`config.mk`:
```
export PLATFORM = sky130hd
export DESIGN_NAME = fir_filter_mac
export DESIGN_NICKNAME = d
export VERILOG_FILES = /design/src/rtl/fir_filter_mac.sv
export SDC_FILE = /design/constraint.sdc
export NUM_CORES = 1
export LEC_CHECK = 0
export BUFFER_PORTS_ARGS = -buffer_cell sky130_fd_sc_hd__clkbuf_2
export CAP_MARGIN = 25
export CORE_MARGIN = 5
export CORE_UTILIZATION = 59
export DETAILED_ROUTE_END_ITERATION = 10
export PLACE_DENSITY = 0.76
export SLEW_MARGIN = 40
export SYNTH_ARGS = -nofsm -noshare
export SYNTH_HDL_FRONTEND = slang
export SYNTH_SLANG_ARGS = --single-unit
```
`constraint.sdc`:
```
create_clock -name clk -period 19.75 [get_ports clk]
set_clock_uncertainty 0.15 [all_clocks]
set_input_delay 0.9875 -clock clk [delete_from_list [all_inputs] [get_ports clk]]
set_output_delay 0.9875 -clock clk [all_outputs]
set_load 0.01 [all_outputs]
```
`src/rtl/fir_filter_mac.sv`:
```
// Time-multiplexed FIR filter: one multiply-accumulate unit walks the taps for each
// accepted sample, then rounds, shifts and saturates the result into y_out.
module fir_filter_mac #(
    parameter int DATA_W = 8,
    parameter int COEF_W = 8,
    parameter int TAPS   = 8,
    parameter int OUT_W  = 16,
    parameter int SHIFT  = 0
) (
    input  logic                        clk,
    input  logic                        reset,
    input  logic signed [DATA_W-1:0]    x_in,
    input  logic                        x_valid,
    output logic                        x_ready,
    input  logic                        coef_we,
    input  logic [$clog2(TAPS)-1:0]     coef_addr,
    input  logic signed [COEF_W-1:0]    coef_data,
    output logic signed [OUT_W-1:0]     y_out,
    output logic                        y_valid,
    output logic                        sat_flag
);

    // state | meaning
    // IDLE  | waiting for a sample; coefficient writes accepted
    // MAC   | one tap per cycle, result registered on the last tap

    localparam int AW        = $clog2(TAPS);
    localparam int PW        = DATA_W + COEF_W;
    localparam int ACC_W     = DATA_W + COEF_W + $clog2(TAPS);
    localparam int RW        = ACC_W + 1;
    localparam int CW        = ((RW > OUT_W) ? RW : OUT_W) + 1;
    localparam int RND_SH    = (SHIFT > 0) ? SHIFT - 1 : 0;
    localparam int ROUND_ADD = (SHIFT > 0) ? (1 << RND_SH) : 0;

    localparam logic signed [CW-1:0] MAX_C = {{(CW-OUT_W+1){1'b0}}, {(OUT_W-1){1'b1}}};
    localparam logic signed [CW-1:0] MIN_C = {{(CW-OUT_W+1){1'b1}}, {(OUT_W-1){1'b0}}};

    typedef enum logic {IDLE, MAC} state_t;

    state_t state, state_next;
    logic   accept, mac_last, addr_ok, coef_ok;

    logic signed [DATA_W-1:0] d [TAPS];
    logic signed [COEF_W-1:0] c [TAPS];
    logic signed [ACC_W-1:0]  acc;
    logic [AW-1:0]            k;

    logic signed [PW-1:0]     prod;
    logic signed [ACC_W-1:0]  acc_sum;
    logic signed [RW-1:0]     rnd;
    logic signed [CW-1:0]     r_w;
    logic [OUT_W-1:0]         y_next;
    logic                     sat_next;

    always_ff @(posedge clk) begin
        if (reset) begin
            state <= IDLE;
        end else begin
            state <= state_next;
        end
    end

    always_comb begin
        state_next = state;
        accept     = 1'b0;
        mac_last   = 1'b0;
        x_ready    = 1'b0;
        case (state)
            IDLE: begin
                x_ready = !reset;
                if (x_valid && !reset) begin
                    accept     = 1'b1;
                    state_next = MAC;
                end
            end
            MAC: begin
                if (k == AW'(TAPS - 1)) begin
                    mac_last   = 1'b1;
                    state_next = IDLE;
                end
            end
            default: state_next = IDLE;
        endcase
    end

    // Only non-power-of-two tap counts can see an out-of-range address.
    generate
        if (TAPS == (1 << AW)) begin : g_full_addr
            assign addr_ok = 1'b1;
        end else begin : g_part_addr
            assign addr_ok = (32'(coef_addr) < 32'(TAPS));
        end
    endgenerate

    assign coef_ok = coef_we && (state == IDLE) && addr_ok;

    always_comb begin
        prod     = PW'(d[k]) * PW'(c[k]);
        acc_sum  = acc + ACC_W'(prod);
        // One guard bit so the rounding constant cannot wrap the sum.
        rnd      = (RW'(acc_sum) + RW'(ROUND_ADD)) >>> SHIFT;
        r_w      = CW'(rnd);
        y_next   = r_w[OUT_W-1:0];
        sat_next = 1'b0;
        if (r_w > MAX_C) begin
            y_next   = MAX_C[OUT_W-1:0];
            sat_next = 1'b1;
        end else if (r_w < MIN_C) begin
            y_next   = MIN_C[OUT_W-1:0];
            sat_next = 1'b1;
        end
    end

    always_ff @(posedge clk) begin
        if (reset) begin
            for (int i = 0; i < TAPS; i++) begin
                d[i] <= '0;
                c[i] <= COEF_W'(1);
            end
            acc      <= '0;
            k        <= '0;
            y_out    <= '0;
            y_valid  <= 1'b0;
            sat_flag <= 1'b0;
        end else begin
            y_valid <= 1'b0;
            if (coef_ok) begin
                c[coef_addr] <= coef_data;
            end
            if (accept) begin
                d[0] <= x_in;
                for (int i = 1; i < TAPS; i++) begin
                    d[i] <= d[i-1];
                end
                acc <= '0;
                k   <= '0;
            end else if (state == MAC) begin
                acc <= acc_sum;
                k   <= k + 1'b1;
                if (mac_last) begin
                    y_out    <= y_next;
                    sat_flag <= sat_next;
                    y_valid  <= 1'b1;
                end
            end
        end
    end

endmodule

```
=== Yosys cells after proc, flatten, opt, wreduce, memory -nomap -nowiden ===
Memory sizes are Yosys's and may differ from the RTL's. A register that Yosys moved wholly into a read port is not among the register bits.
Cells that the tools add are included.

* Output and inout bits: 19
* Register bits: 41
* Memories kept: 2
* Input port bits: 23
* RAM bits: 128

* Mux-type cells: 35
* Reductions and logical operators: 7
* Equality and inequality tests: 1
* Magnitude comparators: 2
* Bitwise operators: 10
* Multiply operators: 1
* $add $sub $neg: 2

{| class="wikitable"
|+ Memories
! memory !! depth !! bits a word !! rd ports !! clocked after Yosys merged registers in !! write ports !! RTL line !! text
|-
| c || 8 || 8 || 1 || 1 || 8 || 44 || <nowiki>logic signed [COEF_W-1:0] c [TAPS];</nowiki>
|-
| d || 8 || 8 || 8 || 1 || 8 || 43 || <nowiki>logic signed [DATA_W-1:0] d [TAPS];</nowiki>
|}

{| class="wikitable"
|+ Operator list
! kind !! number
|-
| two-way mux 8 bit || 9
|-
| two-way mux 16 bit || 2
|-
| adder 19 x 16 -> 19 bit || 1
|-
| greater-than comparator 19 x 16 -> 1 bit (second input constant) || 1
|-
| less-than comparator 19 x 16 -> 1 bit (second input constant) || 1
|-
| two-way mux 1 bit || 18
|-
| multiplier 8 x 8 -> 16 bit || 1
|-
| two-way mux 3 bit || 5
|-
| OR 1 bit || 8
|-
| OR reduction 8 bit || 1
|-
| adder 3 x 1 -> 3 bit (second input constant) || 1
|-
| == test 3 bit (second input constant) || 1
|-
| AND reduction 3 bit || 1
|-
| OR reduction 3 bit || 1
|-
| logical AND 1 bit || 2
|-
| inverter 1 bit || 2
|-
| one-hot mux 1 bit (2 select lines) || 1
|-
| OR reduction 2 bit || 1
|-
| logical NOT 1 bit || 1
|}

=== Logic depth before layout (Yosys ltp) ===
* Depth in word-level cells: 8
* Mapped depth: 24
* Mapped depth without buffers: 21

=== Worst setup path before layout ===
No wires, ideal clock.

* Kind: register to register
* From: register (tool-made name)
* To: register y_out[5]
* Library setup time: 0.132 ns
* Period minus slack after synthesis: 7.098 ns
* Stages on the path, launching flop included: 23
* Setup slack: 12.652 ns
* Arrival time: 6.816 ns
* Path through: dfxtp_1 clkbuf_1 buf_2 mux4_2 mux2_2 inv_1 nor2_1 inv_1 fa_1 inv_1 fa_1 fa_1 fa_1 fa_1 ha_1 o21ai_0 o21ai_1 a211oi_4 a31oi_1 a221o_1 a21oi_4 buf_12 a211oi_2

{| class="wikitable"
|+ RTL lines
! element !! RTL line !! text
|-
| end signal, assigned || 141 || <nowiki>y_out <= y_next;</nowiki>
|-
| end, declared || 18 || <nowiki>output logic signed [OUT_W-1:0] y_out,</nowiki>
|}

==> results_dict.tcl <==
set metrics [dict create \
    outcome "finished, final reports clean" \
    antenna_found_initial 0 \
    cp_common_cell "fa_1" \
    fp.dieH_um 146 \
    drtAntennaViolNets 0 \
    synth_xor_area_share_pct 1.59 \
    setup_viol 0 \
    multiInputGateArea_um2 5720 \
    grt_pass1_wl_mm 38.1 \
    cp-end-kind "flop" \
    antenna_cells 0 \
    yosys_warnings 0 \
    gr-total-overflow 0 \
    htree_levels 4 \
    holdBufCountCts 0 \
    path_buf_inv 3 \
    cts_resized 0 \
    async_reset_ff_share_pct 0 \
    maxCapViolCount 0 \
    clockBufferDepth 2 \
    hpwl_mm 16.4 \
    drcViolationCount 0 \
    ys_types 65 \
    initial_core_util_pct 60.4 \
    drt_iter0_drc 563 \
    worst_pin_slew_ns 0.834 \
    rsz0062_at_grt "false" \
    critPathRequiredTime_ns 19.94 \
    wl_per_cell_um 19.6 \
    worstPathArrival_ns 7.94 \
    cp_slowest_cell "mux2i_1" \
    postSynthAreaPerCell_um2 12.2 \
    clkTransAtPathRegs_ns 0.07 \
    grtUsageTotal_pct 22.7 \
    coreArea_um2 18100 \
    syn2layout_area_growth_pct 9.68 \
    final_nets 1091 \
    fp.dieW_um 146 \
    syn_area_um2 11000 \
    final_common_cell "edfxtp_1" \
    crit_path_max_fanout 32 \
    dieArea_um2 21400 \
    cp_cell_sequence "buf_4, mux4_2, mux2i_1, inv_1, nand2_1, fa_1, fa_1, inv_1, fa_1, fa_1, fa_1, ha_1, o21ai_0, o21ai_1, a211oi_4, o31ai_2, xnor2_2, a21oi_4, o32ai_1" \
    hp-class "reg -> reg" \
    drv_slew 0 \
    row_count 49 \
    drive_gt1_share_pct 16.5 \
    critPathKind "reg -> reg" \
    start_kind "flop" \
    clock-sinks 172 \
    cts_tree "done" \
    layout_common_cells "edfxtp_1 (128), inv_1 (106), fa_1 (84)" \
    ys_ff_latch 172 \
    drt_first_pass_iters 5 \
    regArea_um2 4730 \
    synth_top_family_by_area "adder cells" \
    netlist_instances 899 \
    finalCritPeriodShare_pct 39.3 \
    grt_pass1_vias 7015 \
    io_pins 42 \
    fillCellCount 1348 \
    synth_adder_area_share_pct 20.6 \
    vias_per_cell 5.78 \
    synth_edf_count 128 \
    slowest_delay_ns 0.68 \
    crit_family "adder cells" \
    slew_headroom_pct 42.8 \
    numPortBuffers 41 \
    grt_start_max_net_pins 54 \
    synthMuxAreaShare_pct 10.0 \
    clk_latency_ns 0.43 \
    clock.fmax_mhz 129 \
    synthSimpleGateAreaFrac_pct 13.9 \
    syn-num-nets 1052 \
    synth_ff_type "edfxtp_1" \
    wirelength_mm 23.1 \
    hold_viol 0 \
    numCtsBuffers 17 \
    cts_root_buf "clkbuf_16" \
    place.gp.congestion 0.858 \
    fin_tns_setup_ns 0 \
    seq_area_frac_synth_pct 43.1 \
    vias 6824 \
    final.min_clock_period_ns 7.75 \
    postCtsSetupRepairBufs 0 \
    synth_compound_area_share_pct 5.79 \
]
## cell usage after synthesis, types with 3 or more instances
cell type	instances	area [um^2]
a211oi_1	8	60.1
a21oi_1	15	75.1
a21oi_2	8	70.1
and2_1	58	363
and3_1	48	300
buf_1	5	18.8
buf_2	5	25.0
clkbuf_1	21	78.8
dfxtp_1	44	881
edfxtp_1	128	3840
fa_1	84	1680
ha_1	46	576
inv_1	106	398
mux2_2	5	56.3
mux2i_1	32	320
mux4_2	32	721
nand2_1	18	67.6
nand2b_1	16	100
nand3_1	5	25.0
nor2_1	81	304
nor2b_1	27	169
nor3_1	6	30.0
o21ai_0	23	115
o21ai_1	3	15.0
or2_2	5	31.3
or3_1	7	43.8
xnor2_1	16	140
## flip-flops by register name, indices dropped and copies added, names as in the netlist, named ones only
register  flops
sat_flag      1
state         1
acc          19
c            64
y_valid       1
k             3
y_out        16
d            64
## path summary, 6_finish.rpt
check            from  endpoint  slack (ns)  cells past startpoint
max              flop  y_out[6]       12.00                     19
min          y_out[0]  y_out[0]        0.34                      2
max reg2reg      flop  y_out[6]       12.00                     19
min reg2reg  y_out[0]  y_out[0]        0.34                      2
## layout make-up
type                            instances  area share (%)
Multi-Input combinational cell        587            47.5
Sequential cell                       172            39.3
Clock buffer                           17            3.54
Inverter                              106            3.31
Timing Repair Buffer                   54            2.52
Tap cell                              229            2.38
Clock inverter                         15            1.46
## through the flow
stage	area [um^2]	cells	util [%]	worst slack (ns)	hold slack, ns
2_1_floorplan	11000	899	-	12.65	0.310
3_3_place_gp	11400	1148	62.9	12.17	0.325
3_5_place_dp	11400	1148	62.9	12.10	0.332
4_1_cts	12000	1180	66.2	12.01	0.341
5_1_grt	12000	1180	66.3	11.47	0.356
6_report	12000	1180	66.3	12.00	0.342
## worst register-to-register path, cell delays in order, from the launching register on
cell and delay [ns]:
dfxtp_2 0.31, buf_4 0.51, mux4_2 0.62, mux2i_1 0.68
inv_1 0.20, nand2_1 0.15, fa_1 0.43, fa_1 0.56
inv_1 0.06, fa_1 0.51, fa_1 0.52, fa_1 0.49
ha_1 0.39, o21ai_0 0.20, o21ai_1 0.14, a211oi_4 0.45
o31ai_2 0.13, xnor2_2 0.56, a21oi_4 0.30, o32ai_1 0.32
## cell families after synthesis
kind of cell	count (synthesis)
DFF	172
muxes	69
AOI/OAI and AO/OA	86
and+or+nand+nor	283
buffers and inverters	140
adders and majority gates	130
xor gates and xnor gates	19
## metal layers
metal / up-vias / GRT usage [%] / share of wire [%]
li1: 3180 / - / -
met1: 3449 / 33.6 / 46
met2: 174 / 36.0 / 48
met3: 21 / 3.81 / 4.6
met4: 0 / 4.94 / 1.1
met5: - / 0 / 0
Power is left out: the tool's default activity adds up to more than one toggle a clock period on the data nets, which glitch-free logic cannot reach.
